### src/rtl/hex_display_scanner.sv
// Two-digit multiplexed seven-segment scanner with a shadow register.
// Loads are committed to the display only at frame boundaries, so a digit never tears mid-scan.
module hex_display_scanner #(
  parameter int unsigned DIV = 1000,
  parameter int unsigned GAP = 4
) (
  input  logic       clk,
  input  logic       reset,
  input  logic [7:0] value,
  input  logic       dp_in,
  input  logic       lz_blank,
  input  logic       load,
  output logic [6:0] seg,
  output logic       dp,
  output logic [1:0] an,
  output logic       pending,
  output logic       frame
);

  localparam int unsigned CntMax = (DIV > GAP) ? DIV : GAP;
  localparam int unsigned CntW   = $clog2(CntMax);

  typedef enum logic [1:0] {StShow0, StGap0, StShow1, StGap1} state_e;

  state_e          state_q, state_d;
  logic [CntW-1:0] cnt_q, cnt_d;
  logic [7:0]      sh_val_q, sh_val_d;
  logic            sh_dp_q, sh_dp_d;
  logic            sh_lz_q, sh_lz_d;
  logic [7:0]      d_val_q, d_val_d;
  logic            d_dp_q, d_dp_d;
  logic            d_lz_q, d_lz_d;
  logic            pending_q, pending_d;
  logic            last_cnt;
  logic            frame_cyc;

  function automatic logic [6:0] hex7(input logic [3:0] n);
    unique case (n)
      4'h0: hex7 = 7'h3F;
      4'h1: hex7 = 7'h06;
      4'h2: hex7 = 7'h5B;
      4'h3: hex7 = 7'h4F;
      4'h4: hex7 = 7'h66;
      4'h5: hex7 = 7'h6D;
      4'h6: hex7 = 7'h7D;
      4'h7: hex7 = 7'h07;
      4'h8: hex7 = 7'h7F;
      4'h9: hex7 = 7'h6F;
      4'hA: hex7 = 7'h77;
      4'hB: hex7 = 7'h7C;
      4'hC: hex7 = 7'h39;
      4'hD: hex7 = 7'h5E;
      4'hE: hex7 = 7'h79;
      default: hex7 = 7'h71;
    endcase
  endfunction

  always_comb begin
    state_d   = state_q;
    cnt_d     = cnt_q + CntW'(1);
    sh_val_d  = sh_val_q;
    sh_dp_d   = sh_dp_q;
    sh_lz_d   = sh_lz_q;
    d_val_d   = d_val_q;
    d_dp_d    = d_dp_q;
    d_lz_d    = d_lz_q;
    pending_d = pending_q;

    if (state_q == StShow0 || state_q == StShow1) begin
      last_cnt = (cnt_q == CntW'(DIV - 1));
    end else begin
      last_cnt = (cnt_q == CntW'(GAP - 1));
    end
    frame_cyc = (state_q == StGap1) && last_cnt;

    if (last_cnt) begin
      cnt_d = '0;
      unique case (state_q)
        StShow0: state_d = StGap0;
        StGap0:  state_d = StShow1;
        StShow1: state_d = StGap1;
        default: state_d = StShow0;
      endcase
    end

    if (load) begin
      sh_val_d  = value;
      sh_dp_d   = dp_in;
      sh_lz_d   = lz_blank;
      pending_d = 1'b1;
    end

    // A load on the commit cycle bypasses the shadow and lands directly on the display.
    if (frame_cyc) begin
      if (load) begin
        d_val_d = value;
        d_dp_d  = dp_in;
        d_lz_d  = lz_blank;
      end else if (pending_q) begin
        d_val_d = sh_val_q;
        d_dp_d  = sh_dp_q;
        d_lz_d  = sh_lz_q;
      end
      pending_d = 1'b0;
    end
  end

  always_ff @(posedge clk) begin
    if (reset) begin
      state_q   <= StShow0;
      cnt_q     <= '0;
      sh_val_q  <= '0;
      sh_dp_q   <= 1'b0;
      sh_lz_q   <= 1'b0;
      d_val_q   <= '0;
      d_dp_q    <= 1'b0;
      d_lz_q    <= 1'b0;
      pending_q <= 1'b0;
    end else begin
      state_q   <= state_d;
      cnt_q     <= cnt_d;
      sh_val_q  <= sh_val_d;
      sh_dp_q   <= sh_dp_d;
      sh_lz_q   <= sh_lz_d;
      d_val_q   <= d_val_d;
      d_dp_q    <= d_dp_d;
      d_lz_q    <= d_lz_d;
      pending_q <= pending_d;
    end
  end

  always_comb begin
    seg     = 7'h00;
    dp      = 1'b0;
    an      = 2'b00;
    pending = pending_q;
    frame   = frame_cyc;
    unique case (state_q)
      StShow0: begin
        an  = 2'b01;
        seg = hex7(d_val_q[3:0]);
        dp  = d_dp_q;
      end
      StShow1: begin
        an  = 2'b10;
        seg = (d_lz_q && d_val_q[7:4] == 4'h0) ? 7'h00 : hex7(d_val_q[7:4]);
      end
      default: ;
    endcase
  end

endmodule

### config.mk
export PLATFORM = sky130hd
export DESIGN_NAME = hex_display_scanner
export DESIGN_NICKNAME = d
export VERILOG_FILES = /design/src/rtl/hex_display_scanner.sv
export SDC_FILE = /design/constraint.sdc
export NUM_CORES = 1
export LEC_CHECK = 0
export CORE_ASPECT_RATIO = 1.4
export CORE_UTILIZATION = 61
export CTS_BUF_LIST = sky130_fd_sc_hd__clkbuf_16
export DETAILED_ROUTE_END_ITERATION = 10
export PLACE_DENSITY_LB_ADDON = 0.1
export SKIP_LAST_GASP = 1
export SYNTH_ARGS = -nofsm -noshare
export SYNTH_HDL_FRONTEND = slang
export SYNTH_SLANG_ARGS = --single-unit
### constraint.sdc
create_clock -name clk -period 6.1 [get_ports clk]
set_input_delay 0.915 -clock clk [delete_from_list [all_inputs] [get_ports clk]]
set_output_delay 0.915 -clock clk [all_outputs]
set_load 0.1 [all_outputs]
# After elaboration in Yosys (flattened, before gate mapping)
# Memories as Yosys holds them, arrays and structs flattened. A register that Yosys moved wholly into a read port is not among the register bits.
# Cells that the tools add are included.
word_totals:
  ff_bits: 33
  rom_bits: 224
  out_inout_bits: 12
  elab_cells: 42
  memories: 2
op_classes:
  addsub: 1
  n_eq_ne: 5
  n_mux: 16
  n_reduce_logical: 9
memory_table:
  columns: ["memory", "depth", "word_bits", "read_ports", "rd_clocked_by_memory_dff", "wr", "line_no", "text"]
  rows:
  - ["(no name shown)", 16, 7, 1, 1, 0, "38", "unique case (n)"]
  - ["(no name shown)", 16, 7, 1, 1, 0, "38", null]
op_table:
  columns: ["operator", "n"]
  rows:
  - ["2-to-1 mux 4 bit", 4]
  - ["2-to-1 mux 8 bit", 2]
  - ["one-hot mux 7 bit (2 select lines)", 1]
  - ["adder 10 x 1 -> 10 bit (second input constant)", 1]
  - ["== test 10 bit (second input constant)", 1]
  - ["== test 10 x 2 -> 1 bit (second input constant)", 1]
  - ["2-to-1 mux 7 bit", 1]
  - ["2-to-1 mux 1 bit", 6]
  - ["one-hot mux 2 bit (3 select lines)", 1]
  - ["== test 2 bit (second input constant)", 2]
  - ["logical NOT 4 bit", 1]
  - ["one-hot mux 2 bit (2 select lines)", 1]
  - ["OR reduction 2 bit", 2]
  - ["== test 2 x 1 -> 1 bit (second input constant)", 1]
  - ["logical AND 1 bit", 2]
  - ["logical NOT 2 bit", 1]
  - ["AND reduction 2 bit", 1]
  - ["nonzero test 2 bit", 1]
  - ["logical OR 1 bit", 1]

# Depth between registers and ports, before layout
logic_depth:
  word_depth: 7
  depth_mapped: 15
  ltp_nobuf: 13

# Worst setup path before layout
# OpenSTA, ideal clock, no wires.
synth_path:
  kind: "register to output"
  start: "register state_q[0]"
  end: "output frame"
  arrival_ps: 3031
  setup_slack_ps: 2154
  stages_incl_launch_ff: 9
  cell_sequence: "dfxtp_1 -> inv_1 -> ha_1 -> buf_6 -> or4_4 -> o22ai_2 -> and2_1 -> o21a_1 -> and2_1"
synth_between:
  elab_chain_len: 4
  elab_cells_between_ends: 6
  cone_classes: "eq/ne (2); mux (1); reduce/logical (3)"
synth_lines:
  columns: ["element", "line_no", "text"]
  rows:
  - ["start: declaration", "25", "state_e state_q, state_d;"]
  - ["start signal: assignment", "110", "state_q <= StShow0;"]
  - ["start signal: assignment", "120", "state_q <= state_d;"]
  - ["== test 2 bit / logical NOT 2 bit (equally long branches)", "69", "if (state_q == StShow0 || state_q == StShow1) begin"]
  - ["logical OR 1 bit", "69", null]
  - ["2-to-1 mux 1 bit", "69", null]
  - ["logical AND 1 bit (*)", "74", "frame_cyc = (state_q == StGap1) && last_cnt;"]
  - ["end: declaration", "17", "output logic frame"]
# Mark *: on every way between the ends. The rest lies on a longest branch, timed or not.

# Final worst setup path
# Ends and elaborated chain as after synthesis.

==> results.sh <==
export IMPL_status="finished, final reports clean"
export IMPL_tightest_slew_ns=0.979
export IMPL_min_delay_path_depth=1
export IMPL_grt_total_usage=0.254
export IMPL_finalSetupViolCount=0
export IMPL_power_per_cell_area_mw_per_mm2=240
export IMPL_place_hpwl_mm=3.61
export IMPL_final_setup_tns_ns=0
export IMPL_grt_pass1_wl_mm=8.76
export IMPL_grt_overflow=0
export IMPL_reg2reg_depth=13
export IMPL_ys_warn_count=0
export IMPL_final_cell_mix="dfxtp_1 (47), nor2_1 (41), clkdlybuf4s50_1 (24)"
export IMPL_crit_fanout=11
export IMPL_hold_buffers=0
export IMPL_skew_ns=0.00482
export IMPL_yosys_area_top_type="dfxtp_1"
export IMPL_portBuffers=24
export IMPL_die_area_mm2=0.00435
export IMPL_synth_area_per_cell_um2=9.20
export IMPL_syn_area_mm2=0.00249
export IMPL_drtIter0Drc=89
export IMPL_max_cap_violations=0
export IMPL_ant_nets=0
export IMPL_start_util=0.636
export IMPL_min_path_type="flip-flop to flip-flop"
export IMPL_cts_tree="yes"
export IMPL_synthArstFlopShare=0
export IMPL_final_util=0.747
export IMPL_finalNetCount=324
export IMPL_seq_area_frac_synth=0.377
export IMPL_worst_setup_path_type="flip-flop to output pin"
export IMPL_clk_path_buf_depth=2
export IMPL_power_static_leakage_uw=0.00118
export IMPL_timing_final_crit_share=0.728
export IMPL_grt_max_degree=41
export IMPL_synth_seq_cells=47
export IMPL_routed_wl_mm=5.16
export IMPL_cp_endpoint="frame"
export IMPL_worstSetupStartpointType="flip-flop"
export IMPL_p_total_uw=704
export IMPL_globalplace_congestion=0.821
export IMPL_clock_sinks=47
export IMPL_min_delay_start="cnt_q[0]"
export IMPL_hold_viol_final=0
export IMPL_num_antenna_cells=0
export IMPL_slew_violations=0
export IMPL_clk_pin_slew_worst_paths_ns=0.07
export IMPL_via_per_inst=5.87
export IMPL_drive_gt1_frac=0.0785
export IMPL_die_w_um=56.0
export IMPL_synth_ff_type="dfxtp_1"
export IMPL_drcViolationCount=0
export IMPL_cts_root_buffer="clkbuf_16"
export IMPL_synth_edf_count=0
export IMPL_arrival_ns=3.53
export IMPL_irDropWorstVdd_v=0.000235
export IMPL_r2r_start="state_q[0]"
export IMPL_synth_top_area_share=0.377
export IMPL_first_pass_iters=4
export IMPL_grt_pass1_vias=1939
export IMPL_die_y_um=77.7
export IMPL_nFillCells=294
export IMPL_postCtsSetupBuffers=0
export IMPL_cts_max_level=2
export IMPL_io_pins=25
export IMPL_num_rows=27
export IMPL_rsz0062_at_grt="false"
export IMPL_critPathRequiredTime_ns=5.18
export IMPL_core_area_mm2=0.00392
export IMPL_synth_fp_nets=303
export IMPL_fin_hold_ws_ns=0.452
export IMPL_max_freq_ghz=0.225
export IMPL_clk_latency_ns=0.29
export IMPL_cts_resized=0
export IMPL_cts_buffers=5
export IMPL_vias=1973
export IMPL_layout_commonest_cell="dfxtp_1"
export IMPL_synth_area_leaders="dfxtp_1 (38%), ha_1 (9.5%), mux2i_1 (8.8%)"
export IMPL_wl_per_cell_um=15.4
export IMPL_r2r_slack_ns=2.22
export IMPL_fin_crit_ns=4.44
export IMPL_ys_types=39
export IMPL_endpoint_kind="output pin"
export IMPL_slew_headroom=0.346
export IMPL_area_delta_synth_final_pct=17.5
export IMPL_antenna_found_initial=0
export IMPL_crit_start="state_q[0]"
export IMPL_synthesis_instances=271
==> how the worst min path moves through the flow <==
stage                     to  slack (ns)
global placement    cnt_q[0]        0.43
detailed placement  cnt_q[0]        0.45
CTS                 cnt_q[0]        0.46
finish              cnt_q[0]        0.45
global route        cnt_q[0]        0.49
floorplan           cnt_q[0]        0.42
==> stage by stage <==
step | std cells | setup WS (ns) | cell area, µm²
detailed placement | 328 | 1.70 | 2740
CTS | 336 | 1.66 | 2930
floorplan | 271 | 2.15 | 2490
global route | 336 | 1.49 | 2930
global placement | 328 | 1.87 | 2740
finish | 336 | 1.66 | 2930
==> where the power goes <==
group	leakage (µW)	switching, µW	internal (µW)
logic	0.000708	21.6	16.2
clock network	0.0000900	116	235
registers	0.000382	2.96	313
total	0.00118	140	564
==> cell type report <==
type	count	area [µm²]	area share
clock buffer	5	125	0.0427
timing repair buffer	25	248	0.0846
clock inverter	3	67.6	0.0231
inverter	16	70.1	0.0239
multi-input combinational	197	1420	0.486
tap	43	53.8	0.0184
sequential	47	941	0.321
==> logic make-up (layout without fill, tap and decap cells) <==
logic type               count (synthesis)  after routing  synth area share
flip-flops                              47             47             0.377
XOR/XNOR                                 8              8            0.0281
multiplexers                            26             26             0.115
adder cells (fa/ha/maj)                 19             19            0.0953
AO/OA/AOI/OAI                           49             49             0.146
buffers and inverters                   27             49            0.0517
AND/OR/NAND/NOR                         95             95             0.186
==> per-layer routing <==
metal	vias to the layer above	routed length, µm	GRT usage
met1	919	2280	0.309
met3	10	193	0.0450
met2	44	2590	0.443
met5	-	0	0
li1	1000	-	-
met4	0	99	0.0902
==> synthesized netlist by cell type (2+ instances only) <==
cell      number
inv_1         14
o31ai_1        4
o21ai_0        4
dfxtp_1       47
a31oi_1        3
o221ai_1       4
nand3_1       15
buf_2          2
a311oi_1       2
buf_6          2
and2_1         5
ha_1          19
nand3b_1       4
or2_2          5
and3_1         5
a21oi_1        8
nor3_1         3
nor2b_1        4
mux2i_1       22
mux2i_4        2
clkinv_4       2
a22o_1         9
nand2_1        9
xor2_1         5
nor2_1        41
a22oi_1        5
a211oi_1       5
xnor2_1        3
mux2_2         2
clkbuf_1       7
==> worst max-delay path, stage by stage, from the launching register on <==
cell	delay (ns)
dfxtp_1	0.39
inv_1	0.10
ha_1	0.36
or4_4	0.57
o22ai_2	0.15
and2_1	0.17
o21a_1	0.20
and2_1	0.17
clkdlybuf4s50_1	1.13
Note: power is estimated with default switching activity, not from simulation.
